## src/rtl/tx_uart_if.sv

```systemverilog
// Write-side port of the UART transmitter: byte strobe plus FIFO status flags.
interface tx_uart_if;
    logic       data_wr;
    logic [7:0] din;
    logic       full;
    logic       empty;
    logic       overflow;

    modport master (
        output data_wr,
        output din,
        input  full,
        input  empty,
        input  overflow
    );

    modport slave (
        input  data_wr,
        input  din,
        output full,
        output empty,
        output overflow
    );
endinterface

```

## src/rtl/tx_uart.sv

```systemverilog
// 8N1 UART transmitter fed by a power-of-two byte FIFO.
//
// state | meaning
// IDLE  | line high, waiting for a queued byte
// START | start bit (0) on the line
// DATA  | data bits, LSB first
// STOP  | stop bit (1); chains straight into the next start bit if data waits
module tx_uart #(
    parameter int SYSTEM_CLK = 100_000_000,
    parameter int BAUDRATE   = 9600,
    parameter int DEPTH      = 16
) (
    input  logic      clk,
    input  logic      resetn,
    tx_uart_if.slave  bus,
    output logic      tx_out,
    output logic      busy
);
    localparam int CPS = SYSTEM_CLK / BAUDRATE;
    localparam int CW  = $clog2(SYSTEM_CLK);
    localparam int AW  = $clog2(DEPTH);
    localparam logic [CW-1:0] CNT_RELOAD = CW'(CPS - 1);
    localparam logic [AW:0]   COUNT_FULL = (AW + 1)'(DEPTH);

    typedef enum logic [1:0] {IDLE, START, DATA, STOP} state_t;

    logic [7:0]    mem [DEPTH];
    logic [AW-1:0] wr_ptr;
    logic [AW-1:0] rd_ptr;
    logic [AW:0]   count;
    logic          push;
    logic          pop;

    assign bus.full  = (count == COUNT_FULL);
    assign bus.empty = (count == '0);
    assign push      = bus.data_wr && !bus.full;

    always_ff @(posedge clk) begin
        if (!resetn) begin
            wr_ptr       <= '0;
            rd_ptr       <= '0;
            count        <= '0;
            bus.overflow <= 1'b0;
        end else begin
            bus.overflow <= bus.data_wr && bus.full;
            if (push) wr_ptr <= wr_ptr + 1'b1;
            if (pop)  rd_ptr <= rd_ptr + 1'b1;
            case ({push, pop})
                2'b10:   count <= count + 1'b1;
                2'b01:   count <= count - 1'b1;
                default: ;
            endcase
        end
    end

    always_ff @(posedge clk) begin
        if (push) mem[wr_ptr] <= bus.din;
    end

    state_t        state, state_n;
    logic [CW-1:0] cnt, cnt_n;
    logic [7:0]    shift, shift_n;
    logic [2:0]    bit_idx, bit_idx_n;
    logic          tx_n;
    logic          sym_end;

    // Symbol timer counts down from CPS-1; the edge at which it reads zero ends the symbol.
    assign sym_end = (cnt == '0);

    always_ff @(posedge clk) begin
        if (!resetn) begin
            state   <= IDLE;
            cnt     <= '0;
            shift   <= '0;
            bit_idx <= '0;
            tx_out  <= 1'b1;
            busy    <= 1'b0;
        end else begin
            state   <= state_n;
            cnt     <= cnt_n;
            shift   <= shift_n;
            bit_idx <= bit_idx_n;
            tx_out  <= tx_n;
            busy    <= (state_n != IDLE);
        end
    end

    always_comb begin
        state_n   = state;
        cnt_n     = sym_end ? cnt : cnt - 1'b1;
        shift_n   = shift;
        bit_idx_n = bit_idx;
        tx_n      = tx_out;
        pop       = 1'b0;
        case (state)
            IDLE: begin
                tx_n = 1'b1;
                if (!bus.empty) begin
                    pop     = 1'b1;
                    shift_n = mem[rd_ptr];
                    tx_n    = 1'b0;
                    cnt_n   = CNT_RELOAD;
                    state_n = START;
                end
            end
            START: begin
                if (sym_end) begin
                    tx_n      = shift[0];
                    bit_idx_n = '0;
                    cnt_n     = CNT_RELOAD;
                    state_n   = DATA;
                end
            end
            DATA: begin
                if (sym_end) begin
                    cnt_n = CNT_RELOAD;
                    if (bit_idx == 3'd7) begin
                        tx_n    = 1'b1;
                        state_n = STOP;
                    end else begin
                        shift_n   = {1'b0, shift[7:1]};
                        tx_n      = shift[1];
                        bit_idx_n = bit_idx + 1'b1;
                    end
                end
            end
            STOP: begin
                if (sym_end) begin
                    if (!bus.empty) begin
                        pop     = 1'b1;
                        shift_n = mem[rd_ptr];
                        tx_n    = 1'b0;
                        cnt_n   = CNT_RELOAD;
                        state_n = START;
                    end else begin
                        tx_n    = 1'b1;
                        state_n = IDLE;
                    end
                end
            end
            default: state_n = IDLE;
        endcase
    end
endmodule

```

## src/flat_wrapper.sv

```systemverilog
// flat-port wrapper written by rule: the top's interface ports become plain ports
module tx_uart_flat 
#(
    parameter int SYSTEM_CLK = 100_000_000,
    parameter int BAUDRATE   = 9600,
    parameter int DEPTH      = 16
)
  (clk, resetn, tx_out, busy, bus_data_wr, bus_din, bus_full, bus_empty, bus_overflow);
  tx_uart_if bus_i ();
  input  logic clk;
  input  logic resetn;
  output logic tx_out;
  output logic busy;
  input wire logic [$bits(bus_i.data_wr)-1:0] bus_data_wr;
  input wire logic [$bits(bus_i.din)-1:0] bus_din;
  output wire logic [$bits(bus_i.full)-1:0] bus_full;
  output wire logic [$bits(bus_i.empty)-1:0] bus_empty;
  output wire logic [$bits(bus_i.overflow)-1:0] bus_overflow;
  assign bus_i.data_wr = bus_data_wr;
  assign bus_i.din = bus_din;
  assign bus_full = bus_i.full;
  assign bus_empty = bus_i.empty;
  assign bus_overflow = bus_i.overflow;
  tx_uart #(.SYSTEM_CLK(SYSTEM_CLK), .BAUDRATE(BAUDRATE), .DEPTH(DEPTH)) u_core (.clk(clk), .resetn(resetn), .bus(bus_i), .tx_out(tx_out), .busy(busy));
endmodule
```

## config.mk

```make
export PLATFORM = sky130hd
export DESIGN_NAME = tx_uart_flat
export DESIGN_NICKNAME = d
export VERILOG_FILES = /design/src/rtl/tx_uart_if.sv /design/src/rtl/tx_uart.sv /design/src/flat_wrapper.sv
export SDC_FILE = /design/constraint.sdc
export NUM_CORES = 1
export LEC_CHECK = 0
export BUFFER_PORTS_ARGS = -buffer_cell sky130_fd_sc_hd__buf_4
export CORE_MARGIN = 10
export CORE_UTILIZATION = 55
export DETAILED_ROUTE_END_ITERATION = 7
export PLACE_DENSITY = 0.77
export SYNTH_ARGS = -nofsm -noshare
export SYNTH_HDL_FRONTEND = slang
export SYNTH_SLANG_ARGS = --single-unit
```

## constraint.sdc

```tcl
create_clock -name clk -period 4.15 [get_ports clk]
set_clock_uncertainty 0.1 [all_clocks]
set_input_delay 0.83 -clock clk [delete_from_list [all_inputs] [get_ports clk]]
set_output_delay 0.83 -clock clk [all_outputs]
set_load 0.1 [all_outputs]
```

After elaboration in Yosys (flattened, before gate mapping):

Memories as Yosys holds them, arrays and structs flattened. A register that Yosys moved wholly into a read port is not among the register bits.
Index checks and enable logic that the tools add are counted.

* flip-flop bits (word level): 56
* memory bits (writable): 128
* input port bits: 11
* output and inout port bits: 5
* logic and storage cells: 77
* memories kept: 1

* add/sub/neg operators: 6
* eq/ne operators: 11
* multiplexer cells: 35
* reductions and logical operators: 14

Memory list
* u_core.mem: words 16, bits a word 8, read ports 1, clocked after Yosys merged registers in 1, write ports 1, RTL line tx_uart.sv:27 `logic [7:0] mem [DEPTH];`

Operators by type and width (number)
* 2-to-1 mux 27 bit: 4
* one-hot mux 27 bit (3 select lines): 1
* 2-to-1 mux 8 bit: 4
* logical NOT 27 bit: 1
* subtractor 27 x 1 -> 27 bit (second input constant): 1
* one-hot mux 8 bit (3 select lines): 1
* 2-to-1 mux 1 bit: 10
* 2-to-1 mux 2 bit: 5
* one-hot mux 5 bit (2 select lines): 1
* 2-to-1 mux 3 bit: 3
* adder 4 x 1 -> 4 bit (second input constant): 2
* 2-to-1 mux 4 bit: 2
* one-hot mux 2 bit (4 select lines): 1
* AND reduction 4 bit: 2
* == test 2 bit (second input constant): 3
* inequality test 2 x 1 -> 1 bit (second input constant): 3
* one-hot mux 3 bit (2 select lines): 1
* nonzero test 2 bit: 3
* adder 5 x 1 -> 5 bit (second input constant): 1
* == test 5 bit (second input constant): 1
* logical NOT 5 bit: 1
* subtractor 5 x 1 -> 5 bit (second input constant): 1
* == test 2 x 1 -> 1 bit (second input constant): 2
* one-hot mux 1 bit (4 select lines): 1
* other kinds (10): 11

Longest topological paths before layout:

Gate-level depths: netlist of run 1.

* word-level depth: 6
* depth in mapped cells: 16

Worst setup path before layout of run 1:

No wires, ideal clock.

* path kind: reg2reg
* start point: reg u_core.cnt[18]
* end point: reg u_core.count[4]
* setup time: 0.072 ns
* arrival: 3.354 ns
* path slack: 0.624 ns
* cell stages (with the launch flop): 15
* buffers on the path: 0
* path through: dfxtp_1 > or4_4 > nand2b_4 > o31ai_1 > nand2_1 > inv_1 > ha_1 > xor2_1 > ha_1 > nor2b_1 > nand2b_1 > o22a_1 > o311ai_0 > a41oi_1 > mux2i_1

* longest elaborated chain between the ends: 5

Ends and longest elaborated chain
* start, declared: RTL line tx_uart.sv:61 `logic [CW-1:0] cnt, cnt_n;`
* start signal, assigned: RTL line tx_uart.sv:80 `cnt <= cnt_n;`
* logical NOT 27 bit (*): RTL line tx_uart.sv:68 `assign sym_end = (cnt == '0);`
* 2-to-1 mux 1 bit (*): RTL line tx_uart.sv:128 `if (sym_end) begin`
* one-hot mux 1 bit (2 select lines) (*): RTL line tx_uart.sv:95 `case (state)`
* via u_core.pop: RTL line tx_uart.sv:32 `logic pop;`
* == test 2 x 1 -> 1 bit or == test 2 bit (tied branches): RTL line tx_uart.sv:48 `case ({push, pop})`
* one-hot mux 5 bit (2 select lines) or nonzero test 2 bit (tied branches)
* end signal, assigned: RTL line tx_uart.sv:49 `2'b10: count <= count + 1'b1;`
* end signal, assigned: RTL line tx_uart.sv:50 `2'b01: count <= count - 1'b1;`
* end, declared: RTL line tx_uart.sv:30 `logic [AW:0] count;`

The timed path passes the listed nets; every way through them passes the cells marked *.
A chain may end at the register's enable or synchronous reset.

Worst setup path in the final report of run 1:

* start point: reg u_core.cnt[10]
* end point: reg u_core.count[4]

Same word-level chain as after synthesis.

==> results.json, run 1 <==
{
  "layout_commonest_cell": "edfxtp_1",
  "grt_pass1_vias": 4906,
  "synth_top_area_cell": "edfxtp_1",
  "cap_violations": 0,
  "fp.dieArea_um2": 19940,
  "finalSetupTns_ns": 0,
  "cp_max_fo": 7,
  "nNetsFinal": 634,
  "clkLatencyLatePin_ns": 0.44,
  "period_needed_ns": 3.743,
  "clkSinkCount": 188,
  "wirelength_um": 16380,
  "slew_headroom": 0.3695,
  "place_ws_ns": 0.4179,
  "post-dp-hpwl_um": 10910,
  "rsz0062_at_grt": "no",
  "antenna_found_initial": 0,
  "hold_class": "flip-flop to flip-flop",
  "ant_nets": 0,
  "vias": 4859,
  "htreeDepth": 4,
  "ys_seq_elements": 188,
  "synth_edf_count": 128,
  "chipWidth_um": 141.2,
  "p_leak_nw": 3.056,
  "drt-initial-drc-count": 331,
  "drv_slew": 0,
  "layout-drive-gt1-share": 0.1748,
  "synth_area_per_cell_um2": 13.81,
  "mostFrequentLayoutCells": "128 x edfxtp_1, 59 x dfxtp_1, 58 x nor2_1",
  "via_per_inst": 6.059,
  "outcome": "finished, final reports clean",
  "syn_to_final_growth_pct": 11.40,
  "p_total_mw": 5.829,
  "cp.required_ns": 4.41,
  "cp.arrival_ns": 4.01,
  "overflow": 0,
  "boundaryPins": 16,
  "setup_viol": 0,
  "first_pass_iters": 5,
  "path_class": "flip-flop to flip-flop",
  "start_kind": "flip-flop",
  "hold_viol_final": 0,
  "netlist.area_leader.share": 0.4758,
  "yosys_warnings": 0,
  "gp_congestion": 0.9107,
  "peakVddDrop_uv": 376.1,
  "track_usage": 0.1705,
  "worstMarginPinSlew_ns": 0.9448,
  "initial_core_util": 0.5580,
  "power_density_nw_per_um2": 647.7,
  "max_freq_ghz": 0.2672,
  "path_cells": "nor4_1, nand2_1, o31ai_1, nand2_1, inv_1, ha_1, xor2_1, ha_1, nor2b_1, nand2b_1, o22a_1, o311ai_0, a41oi_1, mux2i_1",
  "synthTopCellsByArea": "edfxtp_1 48%, dfxtp_1 15%, mux4_2 11%, ha_1 2.8%, nor2_1 2.7%",
  "drc": 0,
  "antenna_cells": 0,
  "core-area_um2": 14480,
  "critPathSlowestCell": "nor4_1",
  "fin_crit_sh": 0.9019,
  "async_flop_share": 0,
  "grt_start_max_net_pins": 28,
  "grt_pass1_wl_um": 26490,
  "cts_root_buffer": "clkbuf_16",
  "clockBufferDepth": 2,
  "avgRoutedWirePerCell_um": 20.43,
  "synthCells": 585,
  "ys_seq_area_frac": 0.6244,
  "clkTransAtPathRegs_ns": 0.07,
  "fin_ws_ns": 0.4070,
  "cp-end-kind": "flip-flop",
  "die_y_um": 141.2,
  "slowest_delay_ns": 0.53,
  "ys.flop_type": "edfxtp_1",
  "netlist_area_um2": 8079,
  "syn_nets": 614,
  "cts_tree": "yes",
  "rows": 44,
  "portBuffers": 15,
  "synth_cell_type_count": 58,
  "cts_buffers": 17
}
## cell type report
type                            instances  area [µm²]
Multi-Input combinational cell        350        2856
Tap cell                              184       230.2
Inverter                               21       78.83
Clock buffer                           19       432.9
Clock inverter                         13       152.6
Sequential cell                       188        5046
Timing Repair Buffer                   27       202.7
Fill cell                            1074        5479
## Yosys cell counts, types with 3 or more instances
library cell  instances
or3_1                 6
nor3b_1               4
inv_1                20
and3_1                4
nor2_1               58
nor3_1               19
edfxtp_1            128
and2_1                5
mux4_2               40
nand3_1               5
buf_1                 3
nand4_1               6
mux2i_1               3
o31ai_1               6
nand2_1              40
xor2_1               16
nor4_1                8
a21oi_1              23
xnor2_1              16
clkbuf_1             17
o21ai_0              21
a211o_1               8
dfxtp_1              60
buf_2                 6
ha_1                 18
or4_1                 5
nand2b_1              3
## critical path: cells and delay by family (launching register included)
family / cells / cell delay [ns]
buffers and inverters: 1 / 0.11
muxes: 1 / 0.21
DFF: 1 / 0.33
adders and majority gates: 2 / 0.50
and+or+nand+nor: 5 / 1.34
AOI/OAI and AO/OA: 4 / 0.90
xor gates and xnor gates: 1 / 0.18
## worst paths after layout
| kind | from | to | slack, ns | cells after the start |
|---|---|---|---|---|
| setup reg to reg | u_core.cnt[10] | u_core.count[4] | 0.41 | 14 |
| hold / removal | u_core.bit_idx[2] | u_core.bit_idx[2] | 0.39 | 2 |
| setup / recovery | u_core.cnt[10] | u_core.count[4] | 0.41 | 14 |
| hold reg to reg | u_core.bit_idx[2] | u_core.bit_idx[2] | 0.39 | 2 |
## per-stage QoR
stage	cell area, µm²	utilization	hold slack [ns]	std cells
6_report	9000	0.6216	0.3854	802
5_1_grt	9000	0.6216	0.4072	802
4_1_cts	8994	0.6212	0.3842	802
3_5_place_dp	8408	0.5807	0.3664	770
3_3_place_gp	8408	0.5807	0.3545	770
2_1_floorplan	8079	-	0.3490	585
## power breakdown
| group | switching, mW | internal, mW | leakage, nW |
|---|---|---|---|
| combinational | 1.11 | 0.769 | 1.13 |
| sequential | 0.168 | 2.19 | 1.65 |
| clock | 0.736 | 0.857 | 0.281 |
| total | 2.02 | 3.81 | 3.06 |
## kinds of logic after synthesis
group	share of synthesized area
AO/OA/AOI/OAI	0.06505
XOR/XNOR	0.03469
adder cells (fa/ha/maj)	0.02788
buffers and inverters	0.02277
flip-flops	0.6244
multiplexers	0.1152
AND/OR/NAND/NOR	0.1100
## flip-flops by register name (all words and copies together), names as in the netlist, named ones only
signal               cells
u_core.cnt              27
u_core.tx_out            1
u_core.busy              1
u_core.bus.overflow      1
u_core.count             5
u_core.bit_idx           3
u_core.state             2
u_core.mem             128
u_core.wr_ptr            4
u_core.shift             8
u_core.rd_ptr            4
## metal layers
metal  GRT usage  vias to the layer above  part of all wire
li1            -                     2269                 -
met4     0.06467                        0             0.017
met2      0.2812                      114              0.51
met5           0                        -                 0
met3     0.04300                       21             0.043
met1      0.2113                     2455              0.43
## timing repair
| item | CTS | global route |
|---|---|---|
| setup endpoints to repair | 0 | 1 |
| hold buffers | 0 | 0 |
| setup buffers | 0 | 0 |
| gates resized for setup | 0 | 1 |
Power figures use the tool's default switching activity.
==> inputs of run 2 (changes only) <==
--- a/config.mk
+++ b/config.mk
@@ -9,6 +9,7 @@
 export CORE_MARGIN = 10
 export CORE_UTILIZATION = 55
 export DETAILED_ROUTE_END_ITERATION = 7
+export GPL_ROUTABILITY_DRIVEN = 0
 export PLACE_DENSITY = 0.77
 export SYNTH_ARGS = -nofsm -noshare
 export SYNTH_HDL_FRONTEND = slang
==> constraint.sdc (replaced) <==
create_clock -name clk -period 4.65 [get_ports clk]
set_clock_uncertainty 0.1 [all_clocks]
set_input_delay 0.93 -clock clk [delete_from_list [all_inputs] [get_ports clk]]
set_output_delay 0.93 -clock clk [all_outputs]
set_load 0.1 [all_outputs]
==> results.json, run 2 (same netlist as run 1, synthesis figures left out) <==
{
  "min_delay_path_depth": 1,
  "fp.dieArea_um2": 19940,
  "grt_start_max_net_pins": 28,
  "cp.required_ns": 4.91,
  "peakVddDrop_uv": 326.7,
  "portBuffers": 15,
  "hold_viol_final": 0,
  "boundaryPins": 16,
  "via_per_inst": 6.164,
  "p_total_mw": 5.308,
  "power_frac_comb": 0.310,
  "post-dp-hpwl_um": 10390,
  "vias": 4925,
  "fillers": 1008,
  "largest_reg_flops": 128,
  "switching_share": 0.3411,
  "fin_crit_sh": 0.8164,
  "nNetsFinal": 631,
  "drc": 0,
  "numPlacedInstances": 767,
  "overflow": 0,
  "utilization": 0.6238,
  "chipWidth_um": 141.2,
  "top_register": "u_core.mem",
  "worstMarginPinSlew_ns": 0.9586,
  "drt-initial-drc-count": 347,
  "power_frac_seq": 0.396,
  "start_kind": "flip-flop",
  "first_pass_iters": 5,
  "outcome": "finished, final reports clean",
  "avgRoutedWirePerCell_um": 20.36,
  "period_needed_ns": 3.796,
  "track_usage": 0.1694,
  "cp.arrival_ns": 4.06,
  "cp_max_fo": 7,
  "ant_nets": 0,
  "ff2ff_path_depth": 15,
  "slew_headroom": 0.3603,
  "path_class": "flip-flop to flip-flop",
  "rsz0062_at_grt": "no",
  "power_density_nw_per_um2": 587.7,
  "antenna_cells": 0,
  "syn_to_final_growth_pct": 11.80,
  "rows": 44,
  "core-area_um2": 14480,
  "cts_buffers": 17,
  "cts_resized": 0,
  "drv_slew": 0,
  "max_freq_ghz": 0.2634,
  "layout_commonest_cell": "edfxtp_1",
  "fin_cells": 799,
  "clkLatencyLatePin_ns": 0.44,
  "p_clk_frac": 0.294,
  "p_int_mw": 3.498,
  "cts_root_buffer": "clkbuf_16",
  "htreeDepth": 4,
  "clockBufferDepth": 2,
  "grt_pass1_vias": 4900,
  "cts_tree": "yes",
  "die_y_um": 141.2,
  "finalSetupTns_ns": 0,
  "reg.largest.list": "u_core.mem (128), u_core.cnt (27), u_core.shift (8)",
  "postCtsHoldBufs": 0,
  "initial_core_util": 0.5580,
  "p_leak_nw": 3.073,
  "wirelength_um": 16270,
  "hold_class": "flip-flop to flip-flop",
  "cap_violations": 0,
  "layout-drive-gt1-share": 0.1724,
  "clkTransAtPathRegs_ns": 0.07,
  "antenna_found_initial": 0,
  "setup_viol": 0,
  "grt_pass1_wl_um": 26360,
  "power_switching_mw": 1.810,
  "mostFrequentLayoutCells": "128 x edfxtp_1, 59 x dfxtp_1, 58 x nor2_1",
  "clkSinkCount": 188,
  "cp-end-kind": "flip-flop",
  "cts_setup_buffers": 0
}
==> run 2: power by group through the flow <==
| stage | clock [mW] | sequential (mW) | combinational, mW |
|---|---|---|---|
| 2_1_floorplan | 0 | 2.12 | 1.25 |
| 3_3_place_gp | 0 | 2.12 | 1.57 |
| 3_5_place_dp | 0 | 2.14 | 1.61 |
| 4_1_cts | 1.58 | 2.10 | 1.64 |
| 5_1_grt | 1.65 | 2.12 | 1.81 |
| 6_report | 1.56 | 2.10 | 1.64 |
==> run 2: final timing paths <==
kind	from	endpoint	slack (ns)
setup / recovery	u_core.cnt[5]	u_core.count[4]	0.85
hold / removal	u_core.tx_out	u_core.tx_out	0.39
setup reg to reg	u_core.cnt[5]	u_core.count[4]	0.85
hold reg to reg	u_core.tx_out	u_core.tx_out	0.39
==> run 2: area by class of cell <==
type	instances	area, µm²	share of cell area
clock buffer	17	425.4	0.04710
clock inverter	15	221.5	0.02452
inverter	21	78.83	0.008727
multi-input combinational	350	2850	0.3156
sequential	188	5046	0.5587
tap	184	230.2	0.02549
timing repair buffer	24	180.2	0.01995
==> run 2: critical path: stages (launching register included) <==
cell	delay, ns
dfxtp_1	0.35
nor4_1	0.60
nand2_1	0.26
o31ai_1	0.31
buf_4	0.20
nand2_1	0.10
inv_1	0.10
ha_1	0.29
xor2_1	0.19
ha_1	0.21
nor2b_1	0.20
nand2b_1	0.13
o22a_1	0.12
o311ai_0	0.12
a41oi_1	0.23
mux2i_1	0.22
==> run 2: per-layer routing <==
metal	global-route usage	share of wire	routed length (µm)
met1	0.2076	0.42	6808
met3	0.04266	0.048	785
met4	0.05870	0.021	342
met5	0	0	0
met2	0.2844	0.51	8331
==> run 2: per-stage QoR <==
step | setup slack [ns] | hold slack [ns] | area, µm²
after floorplan | 1.124 | 0.3490 | 8079
after global placement | 1.155 | 0.3571 | 8386
after detailed placement | 0.9841 | 0.3691 | 8386
after CTS | 0.9291 | 0.3896 | 9032
after global routing | 0.4522 | 0.4005 | 9032
final | 0.8538 | 0.3928 | 9032
==> inputs of run 3 (changes only) <==
==> constraint.sdc (replaced) <==
create_clock -name clk -period 4 [get_ports clk]
set_clock_uncertainty 0.1 [all_clocks]
set_input_delay 0.8 -clock clk [delete_from_list [all_inputs] [get_ports clk]]
set_output_delay 0.8 -clock clk [all_outputs]
set_load 0.1 [all_outputs]
==> results.json, run 3 (same netlist as run 1, synthesis figures left out) <==
{
  "holdWs_ns": 0.3808,
  "worstHoldStart": "u_core.bit_idx[2]",
  "overflow": 0,
  "core-area_um2": 14480,
  "p_total_mw": 6.067,
  "grt_start_max_net_pins": 28,
  "drt-initial-drc-count": 328,
  "chipWidth_um": 141.2,
  "rsz0062_at_grt": "no",
  "clkSinkCount": 188,
  "cts_root_buffer": "clkbuf_16",
  "cp-end-kind": "flip-flop",
  "cts_setup_buffers": 0,
  "hold_viol_final": 0,
  "period_needed_ns": 3.687,
  "setup_viol": 0,
  "nNetsFinal": 634,
  "ff2ff_path_depth": 14,
  "switching_share": 0.3480,
  "p_int_mw": 3.956,
  "via_per_inst": 6.121,
  "cts_tree": "yes",
  "postCtsHoldBufs": 0,
  "power_switching_mw": 2.111,
  "portBuffers": 15,
  "grt_pass1_wl_um": 26910,
  "boundaryPins": 16,
  "largest_reg_flops": 128,
  "clkTransAtPathRegs_ns": 0.07,
  "drv_slew": 0,
  "grt_pass1_vias": 4883,
  "htreeDepth": 4,
  "critPathSlowestCell": "or4_4",
  "vias": 4909,
  "clkLatencyLatePin_ns": 0.44,
  "start_kind": "flip-flop",
  "cap_violations": 0,
  "antenna_cells": 0,
  "first_pass_iters": 5,
  "ant_nets": 0,
  "crit_path_frequent_cell": "ha_1",
  "layout-drive-gt1-share": 0.1796,
  "die_y_um": 141.2,
  "max_freq_ghz": 0.2712,
  "layout_commonest_cell": "edfxtp_1",
  "power_density_nw_per_um2": 674.0,
  "p_clk_frac": 0.272,
  "cp.arrival_ns": 3.95,
  "wirelength_um": 16790,
  "post-dp-hpwl_um": 10770,
  "p_leak_nw": 3.059,
  "rows": 44,
  "power_frac_comb": 0.326,
  "syn_to_final_growth_pct": 11.43,
  "initial_core_util": 0.5580,
  "path_class": "flip-flop to flip-flop",
  "cp_max_fo": 7,
  "r2r_slack_ns": 0.31,
  "r2r_start": "u_core.cnt[18]",
  "placed_area_um2": 8408,
  "avgRoutedWirePerCell_um": 20.94,
  "fin_crit_sh": 0.9218,
  "slowest_delay_ns": 0.58,
  "worstMarginPinSlew_ns": 1.012,
  "mostFrequentLayoutCells": "128 x edfxtp_1, 59 x dfxtp_1, 58 x nor2_1",
  "clockBufferDepth": 2,
  "fp.dieArea_um2": 19940,
  "antenna_found_initial": 0,
  "cp.required_ns": 4.26,
  "cts_buffers": 17,
  "cts_resized": 0,
  "top_register": "u_core.mem",
  "slew_headroom": 0.3197,
  "finalInstanceArea_um2": 9002,
  "peakVddDrop_uv": 432.8,
  "drc": 0,
  "track_usage": 0.1728,
  "power_frac_seq": 0.402,
  "path_cells": "or4_4, nand2b_4, o31ai_2, nand2_1, inv_1, ha_1, xor2_1, ha_1, nor2b_1, nand2b_1, o22a_1, o311ai_0, a41oi_1, mux2i_1",
  "whs_endpoint": "u_core.bit_idx[2]",
  "reg2reg_to": "u_core.count[4]",
  "finalSetupTns_ns": 0,
  "outcome": "finished, final reports clean",
  "reg.largest.list": "u_core.mem (128), u_core.cnt (27), u_core.shift (8)",
  "min_delay_path_depth": 2,
  "hold_class": "flip-flop to flip-flop"
}
run 3: cell count changes in the layout (fill, tap and decap cells not counted), moves of 2 or more:
cell / before / now
buf_4: 24 / 27
bufinv_16: 3 / 1
clkinv_8: 2 / 0
inv_6: 3 / 5
nor4_1: 8 / 6
nor4_2: 0 / 2
run 3: how the worst max path moves through the flow:
stage / depth (start not counted) / endpoint / from / slack [ns]
finish: 14 / u_core.count[4] / u_core.cnt[18] / 0.31
global route: 15 / u_core.count[4] / u_core.state[1] / 0.10
CTS: 14 / u_core.count[4] / u_core.cnt[5] / 0.13
detailed placement: 14 / u_core.count[4] / u_core.cnt[5] / 0.24
floorplan: 14 / u_core.count[4] / u_core.cnt[18] / 0.47
global placement: 14 / u_core.count[4] / u_core.cnt[10] / 0.48
run 3: cell type report:
type                    count  area, µm²
fillers                  1040       5477
flip-flops and latches    188       5046
multi-input cells         350       2872
clock buffers              18      429.2
well taps                 184      230.2
repair buffers             27      202.7
clock inverters            14      143.9
inverters                  21      78.83
run 3: worst max-delay path, delay by kind of cell, from the launching register on:
kind            cells  cell delay [ns]
mux                 1             0.22
buf+inv             1             0.09
compound gates      4             0.85
simple gates        5             1.28
xor+xnor            1             0.21
flops               1             0.35
fa+ha+maj           2             0.51
run 3: power groups by stage:
stage / Sequential, mW / Clock [mW] / Combinational, mW
floorplan: 2.47 / 0 / 1.46
detailed placement: 2.47 / 0 / 1.92
CTS: 2.43 / 1.68 / 1.95
finish: 2.44 / 1.65 / 1.98
global placement: 2.45 / 0 / 1.87
global route: 2.46 / 1.75 / 2.16
run 3: metrics by stage:
stage                       util  worst slack [ns]  instances
after floorplan                -            0.4739        585
after global placement    0.5807            0.4817        770
after detailed placement  0.5807            0.2386        770
after CTS                 0.6203            0.1277        802
after global routing      0.6218            0.1008        802
final                     0.6218            0.3128        802
run 3: per-layer routing:
layer	wire length (µm)	GRT usage	share of wire
met5	0	0	0
met4	349	0.06304	0.021
met3	790	0.04098	0.047
met2	8639	0.2863	0.51
met1	7010	0.2157	0.42
